==> config.mk <==
export PLATFORM = sky130hd
export DESIGN_NAME = hex_fragment_writer
export DESIGN_NICKNAME = d
export VERILOG_FILES = /design/src/rtl/hex_fragment_writer.sv
export SDC_FILE = /design/constraint.sdc
export NUM_CORES = 1
export LEC_CHECK = 0
export ABC_AREA = 1
export CAP_MARGIN = 40
export CORE_UTILIZATION = 60
export CTS_CLUSTER_SIZE = 8
export DETAILED_ROUTE_END_ITERATION = 12
export GPL_TIMING_DRIVEN = 0
export PLACE_DENSITY = 0.78
export RECOVER_POWER = 100
export SLEW_MARGIN = 5
export SYNTH_ARGS = -nofsm -noshare
export SYNTH_HDL_FRONTEND = slang
export SYNTH_SLANG_ARGS = --single-unit
export TNS_END_PERCENT = 50
==> constraint.sdc <==
create_clock -name clk -period 11.85 [get_ports clk]
set_input_delay 3.555 -clock clk [delete_from_list [all_inputs] [get_ports clk]]
set_output_delay 3.555 -clock clk [all_outputs]
set_load 0.05 [all_outputs]
==> src/rtl/hex_fragment_writer.sv <==
// Buffers axial hex fragments, maps them to odd-r offset framebuffer addresses,
// clips out-of-grid fragments and writes the rest (or a full clear) over req/ack.
module hex_fragment_writer #(
  parameter int COORD_W    = 32,
  parameter int COLOR_W    = 16,
  parameter int GRID_W     = 64,
  parameter int GRID_H     = 64,
  parameter int ADDR_W     = 12,
  parameter int FIFO_DEPTH = 8
) (
  input  logic                      clk,
  input  logic                      reset,
  input  logic                      frag_valid,
  output logic                      frag_ready,
  input  logic signed [COORD_W-1:0] frag_q,
  input  logic signed [COORD_W-1:0] frag_r,
  input  logic        [COLOR_W-1:0] frag_color,
  input  logic                      clear,
  output logic                      mem_req,
  output logic        [ADDR_W-1:0]  mem_addr,
  output logic        [COLOR_W-1:0] mem_data,
  input  logic                      mem_ack,
  output logic                      busy,
  output logic        [15:0]        wr_count,
  output logic        [15:0]        drop_count
);

  // state | meaning
  // IDLE  | waiting; clear request beats queued fragments
  // CHECK | popped fragment registered, bounds test
  // WRITE | fragment write outstanding until mem_ack
  // CLEAR | zero-fill 0..GRID_W*GRID_H-1, req low one cycle between writes
  typedef enum logic [1:0] {IDLE, CHECK, WRITE, CLEAR} state_t;

  localparam int PTR_W = $clog2(FIFO_DEPTH);
  localparam int ENT_W = 2 * COORD_W + COLOR_W;
  localparam logic [ADDR_W-1:0]  LAST_ADDR = ADDR_W'(GRID_W * GRID_H - 1);
  localparam logic [COORD_W:0]   GRID_W_C  = (COORD_W + 1)'(GRID_W);
  localparam logic [COORD_W:0]   GRID_H_C  = (COORD_W + 1)'(GRID_H);

  logic [ENT_W-1:0] fifo_mem_q [FIFO_DEPTH];
  logic [PTR_W:0]   wr_ptr_q, wr_ptr_d, rd_ptr_q, rd_ptr_d;
  logic             fifo_empty, fifo_full, push, pop;

  state_t                     state_q, state_d;
  logic signed [COORD_W:0]    col_q, col_d, row_q, row_d;
  logic        [COLOR_W-1:0]  color_q, color_d;
  logic                       mem_req_q, mem_req_d;
  logic        [ADDR_W-1:0]   mem_addr_q, mem_addr_d;
  logic        [COLOR_W-1:0]  mem_data_q, mem_data_d;
  logic        [15:0]         wr_count_q, wr_count_d, drop_count_q, drop_count_d;
  logic                       clear_pending_q, clear_pending_d;
  logic        [ADDR_W-1:0]   clr_addr_q, clr_addr_d;

  logic signed [COORD_W-1:0]  head_q, head_r;
  logic        [COLOR_W-1:0]  head_color;
  logic signed [COORD_W:0]    q_ext, r_ext, r_even, head_col;
  logic                       in_bounds;
  logic        [ADDR_W-1:0]   flat_addr;

  assign fifo_empty = (wr_ptr_q == rd_ptr_q);
  assign fifo_full  = (wr_ptr_q[PTR_W] != rd_ptr_q[PTR_W]) &&
                      (wr_ptr_q[PTR_W-1:0] == rd_ptr_q[PTR_W-1:0]);
  assign frag_ready = !fifo_full;
  assign push       = frag_valid && !fifo_full;

  assign {head_q, head_r, head_color} = fifo_mem_q[rd_ptr_q[PTR_W-1:0]];

  // Odd-r offset: rounding r down to even before the arithmetic halving
  assign q_ext    = {head_q[COORD_W-1], head_q};
  assign r_ext    = {head_r[COORD_W-1], head_r};
  assign r_even   = r_ext - {{COORD_W{1'b0}}, head_r[0]};
  assign head_col = q_ext + (r_even >>> 1);

  assign in_bounds = !col_q[COORD_W] && (col_q < GRID_W_C) &&
                     !row_q[COORD_W] && (row_q < GRID_H_C);
  assign flat_addr = row_q[ADDR_W-1:0] * ADDR_W'(GRID_W) + col_q[ADDR_W-1:0];

  always_comb begin
    state_d         = state_q;
    col_d           = col_q;
    row_d           = row_q;
    color_d         = color_q;
    mem_req_d       = mem_req_q;
    mem_addr_d      = mem_addr_q;
    mem_data_d      = mem_data_q;
    wr_count_d      = wr_count_q;
    drop_count_d    = drop_count_q;
    clr_addr_d      = clr_addr_q;
    clear_pending_d = clear_pending_q || clear;
    pop             = 1'b0;

    case (state_q)
      IDLE: begin
        if (clear_pending_q) begin
          state_d    = CLEAR;
          clr_addr_d = '0;
          mem_req_d  = 1'b1;
          mem_addr_d = '0;
          mem_data_d = '0;
        end else if (!fifo_empty) begin
          pop     = 1'b1;
          col_d   = head_col;
          row_d   = r_ext;
          color_d = head_color;
          state_d = CHECK;
        end
      end
      CHECK: begin
        if (in_bounds) begin
          mem_req_d  = 1'b1;
          mem_addr_d = flat_addr;
          mem_data_d = color_q;
          state_d    = WRITE;
        end else begin
          if (drop_count_q != 16'hFFFF) drop_count_d = drop_count_q + 16'd1;
          state_d = IDLE;
        end
      end
      WRITE: begin
        if (mem_ack) begin
          mem_req_d = 1'b0;
          if (wr_count_q != 16'hFFFF) wr_count_d = wr_count_q + 16'd1;
          state_d = IDLE;
        end
      end
      CLEAR: begin
        if (mem_req_q) begin
          if (mem_ack) begin
            mem_req_d = 1'b0;
            if (clr_addr_q == LAST_ADDR) begin
              clear_pending_d = 1'b0;
              state_d         = IDLE;
            end else begin
              clr_addr_d = clr_addr_q + 1'b1;
            end
          end
        end else begin
          mem_req_d  = 1'b1;
          mem_addr_d = clr_addr_q;
          mem_data_d = '0;
        end
      end
      default: state_d = IDLE;
    endcase

    wr_ptr_d = wr_ptr_q + (PTR_W + 1)'(push);
    rd_ptr_d = rd_ptr_q + (PTR_W + 1)'(pop);
  end

  always_ff @(posedge clk) begin
    if (push) fifo_mem_q[wr_ptr_q[PTR_W-1:0]] <= {frag_q, frag_r, frag_color};
  end

  always_ff @(posedge clk or negedge reset) begin
    if (!reset) begin
      state_q         <= IDLE;
      col_q           <= '0;
      row_q           <= '0;
      color_q         <= '0;
      mem_req_q       <= 1'b0;
      mem_addr_q      <= '0;
      mem_data_q      <= '0;
      wr_count_q      <= '0;
      drop_count_q    <= '0;
      clear_pending_q <= 1'b0;
      clr_addr_q      <= '0;
      wr_ptr_q        <= '0;
      rd_ptr_q        <= '0;
    end else begin
      state_q         <= state_d;
      col_q           <= col_d;
      row_q           <= row_d;
      color_q         <= color_d;
      mem_req_q       <= mem_req_d;
      mem_addr_q      <= mem_addr_d;
      mem_data_q      <= mem_data_d;
      wr_count_q      <= wr_count_d;
      drop_count_q    <= drop_count_d;
      clear_pending_q <= clear_pending_d;
      clr_addr_q      <= clr_addr_d;
      wr_ptr_q        <= wr_ptr_d;
      rd_ptr_q        <= rd_ptr_d;
    end
  end

  assign mem_req    = mem_req_q;
  assign mem_addr   = mem_addr_q;
  assign mem_data   = mem_data_q;
  assign wr_count   = wr_count_q;
  assign drop_count = drop_count_q;
  assign busy       = (state_q != IDLE) || !fifo_empty || clear_pending_q;

endmodule

# Yosys cells after proc, flatten, opt, wreduce, memory -nomap -nowiden
# Memory sizes are Yosys's and may differ from the RTL's.
# Cells that the tools add are included.
dict set report totals {
  output_inout_bits 63
  n_memories 1
  input_bits 85
  ram_bits 640
  regBits 165
}
# name words word_bits read_ports rd_ports_with_merged_regs write_ports line
set memory_table {}
lappend memory_table {fifo_mem_q 8 80 1 0 1 41} ;# logic [ENT_W-1:0] fifo_mem_q [FIFO_DEPTH];
dict set report classes {
  n_addsub 8
  bitwise_logic 3
  order_cmp 2
  eq_ne 18
  reduce_logical 23
  mux 35
}
# cell count
set op_table {}
lappend op_table {{2-to-1 mux 12 bit} 6}
lappend op_table {{< comparator 33 x 7 -> 1 bit, second input constant} 2}
lappend op_table {{2-to-1 mux 16 bit} 3}
lappend op_table {{case mux 16 bit (3 select lines)} 1}
lappend op_table {{case mux 12 bit (3 select lines)} 1}
lappend op_table {{adder 32 x 32 -> 33 bit} 1}
lappend op_table {{subtractor 32 x 2 -> 33 bit} 1}
lappend op_table {{adder 16 x 1 -> 16 bit, second input constant} 2}
lappend op_table {{inequality test 16 bit, second input constant} 2}
lappend op_table {{case mux 12 bit (2 select lines)} 1}
lappend op_table {{inequality test 2 bit, second input constant} 8}
lappend op_table {{2-to-1 mux 1 bit} 14}
lappend op_table {{2-to-1 mux 2 bit} 7}
lappend op_table {{adder 12 x 1 -> 12 bit, second input constant} 1}
lappend op_table {{adder 12 bit} 1}
lappend op_table {{== test 12 bit, second input constant} 1}
lappend op_table {{AND reduction 3 bit} 4}
lappend op_table {{AND reduction 5 bit} 2}
lappend op_table {{adder 4 x 1 -> 4 bit} 2}
lappend op_table {{case mux 2 bit (4 select lines)} 1}
lappend op_table {{logical AND 1 bit} 5}
lappend op_table {{== test 2 bit, second input constant} 2}
lappend op_table {{== test 4 bit} 1}
lappend op_table {{logical NOT 1 bit} 4}
lappend op_table {{11 further kinds} 16}

# Longest topological paths before layout
dict set report depth {
  depth_word 6
  ltp_mapped 26
  depth_no_buf 21
}

# Least setup slack after synthesis
# OpenSTA, ideal clock, no wires.
dict set report synth_timing {
  path_type {input -> register}
  start {input port frag_valid}
  end {memory fifo_mem_q[0][0] (netlist name), enable pin}
  setup_slack_ps 4051
  required_time_ps 11331
  n_path_buf 0
  arrival_time_ps 7280
  setup_ps 519
  path_stages 3
  cell_sequence {nand2_1 or2_2 nor2_1}
}
dict set report synth_via {
  elab_chain_cells 3
}
# item line
set synth_rtl {}
lappend synth_rtl {{start: declaration} 13} ;# input logic frag_valid,
lappend synth_rtl {{logical AND 1 bit} 65} ;# assign push = frag_valid && !fifo_full;
lappend synth_rtl {{2-to-1 mux 1 bit} 152} ;# if (push) fifo_mem_q[wr_ptr_q[PTR_W-1:0]] <= {frag_q, frag_r, frag_color};
lappend synth_rtl {{2-to-1 mux 1 bit (implied by the code)} 152}
lappend synth_rtl {{end: declaration} 41}
# No other way between the ends.

# Worst setup path in the final report
dict set report layout_timing {
  start {input port frag_valid}
  end {memory fifo_mem_q[1][38] (netlist name), enable pin}
}
# The elaborated chain is that of the path after synthesis.

==> impl_metrics.prom <==
# TYPE chip_impl_metric gauge
chip_impl_metric{name="initial_antenna_violation_count",unit=""} 7
chip_impl_metric{name="detailedPlacementHpwl",unit="um"} 64100
chip_impl_metric{name="worst_setup_hold_path_clk_slew",unit="ns"} 0.05
chip_impl_info{name="violated_checks",value="capacitance limit, slew limit"} 1
chip_impl_metric{name="comb_power_share",unit=""} 0.195
chip_impl_info{name="setup.worst_path.end_class",value="flip-flop"} 1
chip_impl_metric{name="synth_async_sr_flop_share",unit=""} 0.205
chip_impl_metric{name="total_leakage_power",unit="nW"} 15.7
chip_impl_info{name="critical-path-slowest-cell",value="clkbuf_1"} 1
chip_impl_metric{name="preCtsSetupSlack",unit="ns"} 5.89
chip_impl_metric{name="wire_length_of_the_first_global_routing_pass",unit="um"} 145000
chip_impl_metric{name="fin_tns_setup",unit="ns"} 0
chip_impl_metric{name="slowest_delay",unit="ns"} 1.15
chip_impl_metric{name="placement.io_buffers",unit=""} 147
chip_impl_info{name="setup.worst_path.start_class",value="input pin"} 1
chip_impl_info{name="rsz0062_at_grt",value="no"} 1
chip_impl_metric{name="drt-vias-per-instance",unit=""} 5.96
chip_impl_info{name="critical-path-top-cell-by-count",value="clkbuf_1"} 1
chip_impl_metric{name="slew_headroom",unit=""} -2.20
chip_impl_metric{name="num_io_pins",unit=""} 148
chip_impl_metric{name="final.hold.worst_slack",unit="ns"} 0.460
chip_impl_metric{name="cts-resized-gates",unit=""} 0
chip_impl_metric{name="synth-edff-count",unit=""} 640
chip_impl_metric{name="gr-total-overflow",unit=""} 0
chip_impl_metric{name="power_report.internal_total",unit="mW"} 5.62
chip_impl_metric{name="grt_util_all_layers",unit=""} 0.325
chip_impl_metric{name="fp-row-count",unit=""} 87
chip_impl_metric{name="post_cts.repair.setup_buffers",unit=""} 0
chip_impl_metric{name="timing.final.setup_violations",unit=""} 0
chip_impl_info{name="top_layer",value="met5"} 1
chip_impl_metric{name="synth.yosys.seq_area_share",unit=""} 0.675
chip_impl_metric{name="timing_hold_violations_final",unit=""} 0
chip_impl_metric{name="ant_nets",unit=""} 0
chip_impl_metric{name="period_utilization_post_route",unit=""} 0.686
chip_impl_metric{name="met1_length",unit="um"} 36400
chip_impl_metric{name="floorplan.initialDensity",unit=""} 0.610
chip_impl_metric{name="drv_cap",unit=""} 24
chip_impl_metric{name="routed_wire_length_per_instance",unit="um"} 21.9
chip_impl_metric{name="final-max-slew-violation-count",unit=""} 588
chip_impl_info{name="worstHoldPathType",value="reg -> reg"} 1
chip_impl_metric{name="pin_count_of_the_biggest_net_entering_global_routing",unit=""} 88
chip_impl_metric{name="fin_skew",unit="ns"} 0.0505
chip_impl_metric{name="cts_hold_repair.buffers",unit=""} 0
chip_impl_metric{name="p_sw",unit="mW"} 2.45
chip_impl_metric{name="drt_iter0_markers",unit=""} 2980
chip_impl_metric{name="post_synth_inst_count",unit=""} 3224
chip_impl_info{name="ys_dominant_reg_cell",value="edfxtp_1"} 1
chip_impl_metric{name="drt_wl_total",unit="um"} 95400
chip_impl_metric{name="total_standard_cell_area_after_synthesis",unit="sq um"} 34600
chip_impl_info{name="status",value="finished, violations left"} 1
chip_impl_metric{name="drt_drc_violations_left",unit=""} 0
chip_impl_metric{name="dr.pass1.iters",unit=""} 6
chip_impl_metric{name="syn_avg_cell_area",unit="sq um"} 10.7
chip_impl_metric{name="synth.net_count",unit=""} 3356
chip_impl_info{name="tritoncts",value="yes"} 1
chip_impl_metric{name="critical_path.max_fanout",unit=""} 22
chip_impl_metric{name="clock_power_share",unit=""} 0.359
chip_impl_metric{name="wl_met3",unit="um"} 9450
chip_impl_metric{name="die_h",unit="um"} 242
chip_impl_metric{name="route.met2.wl",unit="um"} 45600
chip_impl_metric{name="fmax",unit="GHz"} 0.123
chip_impl_metric{name="insertion_delay",unit="ns"} 0.70
chip_impl_metric{name="finalWeightedCongestion",unit=""} 0.938
chip_impl_metric{name="finish.net_count",unit=""} 3645
chip_impl_info{name="worstSetupPathType",value="in -> reg"} 1
chip_impl_metric{name="final_period_minus_worst_setup_slack",unit="ns"} 8.13
chip_impl_metric{name="cp.arrival",unit="ns"} 8.40
chip_impl_metric{name="die_area",unit="sq um"} 58600
chip_impl_metric{name="cts_num_sinks",unit=""} 805
chip_impl_metric{name="swShare",unit=""} 0.304
chip_impl_metric{name="drive_gt1_frac",unit=""} 0.0522
chip_impl_metric{name="h-tree-depth",unit=""} 3
chip_impl_metric{name="clk_path_buf_depth",unit=""} 3
chip_impl_metric{name="yosys_warnings",unit=""} 0
chip_impl_info{name="clk_root_buffer_cell",value="clkbuf_16"} 1
chip_impl_metric{name="yosysUniqueCellTypes",unit=""} 43
chip_impl_info{name="synth_top_cells_by_area",value="edfxtp_1 56%, dfrtp_1 12%, nand2_1 6.5%"} 1
chip_impl_metric{name="chipWidth",unit="um"} 242
chip_impl_metric{name="worst_pin_slew",unit="ns"} 4.79
chip_impl_metric{name="grt_pass1_vias",unit=""} 25400
chip_impl_info{name="post_synthesis_cell_type_with_the_largest_combined_area",value="edfxtp_1"} 1
chip_impl_metric{name="vias_after_detailed_routing",unit=""} 25900
chip_impl_metric{name="tritoncts_buffer_count",unit=""} 111
chip_impl_metric{name="synth_top_cell_area_share",unit=""} 0.555
chip_impl_metric{name="post-route-worst-setup-slack",unit="ns"} 3.72
chip_impl_metric{name="peakVddDrop",unit="V"} 0.000143
chip_impl_metric{name="timing.critical_path.required",unit="ns"} 12.11
chip_impl_metric{name="core_region_area",unit="sq um"} 56700
chip_impl_metric{name="seq_power_share",unit=""} 0.446
chip_impl_metric{name="power_density",unit="nW/um^2"} 200
chip_impl_metric{name="yosys_register_bits",unit=""} 805
chip_impl_info{name="timing.critical_path.cells",value="dlygate4sd3_1 > nand2_1 > inv_1 > nand2_1 > nor2_1 > clkbuf_1 > clkbuf_1 > clkbuf_1"} 1
chip_impl_metric{name="area_growth_syn_to_layout",unit="%"} 16.4
-- synthesized netlist by cell type (2+ instances only) --
library cell	count
nor2_1	568
or2_2	6
nand3_1	109
o211ai_1	16
xor2_1	31
buf_4	12
o21ai_0	339
buf_6	3
clkbuf_1	74
buf_2	57
nand3b_1	9
nand2_1	598
nor4_1	7
edfxtp_1	640
o31ai_1	2
and3_1	2
inv_2	6
a21oi_1	26
o22ai_1	77
nor2_2	2
clkinv_1	3
nor3_1	28
inv_1	210
buf_1	9
a21o_1	2
a31oi_1	61
nand4_1	42
dfrtp_1	165
ha_1	45
fa_1	2
xnor2_1	21
o21ai_1	41
-- cell usage in the layout, fill, tap and decap left out, types with 77 or more instances in the layout --
| cell | n |
|---|---|
| edfxtp_1 | 640 |
| nand2_1 | 599 |
| nor2_1 | 571 |
| o21ai_0 | 371 |
| inv_1 | 212 |
| clkbuf_1 | 183 |
| dfrtp_1 | 165 |
| dlygate4sd3_1 | 145 |
| nand3_1 | 111 |
| clkbuf_16 | 111 |
| o22ai_1 | 77 |
-- layout make-up --
type	count	area, sq um
fill	3884	16400
buffer	155	682
tap	756	946
clock inverter	9	154
inverter	219	822
antenna	8	20.0
timing repair buffer	176	1610
multi-input combinational	2045	9670
sequential	805	23300
clock buffer	175	3020
-- through the flow --
stage                util  area [sq um]  std cells  power [mW]
floorplan               -         34600       3224        4.65
global placement    0.653         37000       4127        5.21
detailed placement  0.665         37700       4156        5.30
CTS                 0.721         40900       4340        8.16
global route        0.710         40300       4344        8.36
finish              0.710         40300       4348        8.07
-- registers in the layout, summed over array words and instances, names as in the netlist, 12 cells and up --
name	cells
mem_data	16
mem_addr	12
color_q	16
wr_count	16
row_q	32
clr_addr_q	12
drop_count	16
col_q	33
fifo_mem_q	640
-- cells by family (layout without fill, tap and decap cells) --
family                   after synthesis  after routing  share of synthesized area
AND/OR/NAND/NOR                     1380           1380                      0.162
adder cells (fa/ha/maj)               47             47                     0.0174
AO/OA/AOI/OAI                        566            566                     0.0885
XOR/XNOR                              52             52                     0.0132
flip-flops                           805            805                      0.675
buffers and inverters                374            734                     0.0446
other                                  0              8                          0
-- routing by layer --
metal  up-vias  track usage
met2      1560        0.527
met5         -            0
met3       251       0.0566
met1     12400        0.431
met4         2        0.149
li1      11700            -
-- worst max-delay path: cells and delay by family --
kind                   cells  cell delay (ns)
buffers and inverters      5             3.63
and+or+nand+nor            3             1.17
-- power by group through the flow --
stage / registers [mW] / clock network (mW) / logic, mW
after global routing: 3.62 / 3.03 / 1.71
after detailed placement: 3.63 / 0 / 1.67
after CTS: 3.58 / 2.90 / 1.68
after floorplan: 3.72 / 0 / 0.926
final: 3.60 / 2.90 / 1.57
after global placement: 3.70 / 0 / 1.51
-- final timing paths --
| path | from | to | slack, ns | depth (start not counted) |
|---|---|---|---|---|
| setup / recovery | frag_valid | fifo_mem_q[1][38] | 3.72 | 8 |
| hold / removal | mem_data[11] | mem_data[11] | 0.46 | 2 |
| setup reg to reg | rd_ptr_q[0] | fifo_mem_q[1][38] | 5.53 | 11 |
| hold reg to reg | mem_data[11] | mem_data[11] | 0.46 | 2 |
| max in group asynchronous | reset | col_q[18] | 4.51 | 1 |
| min in group asynchronous | reset | drop_count[4] | 4.60 | 1 |
Note: power is estimated with default switching activity, not from simulation.
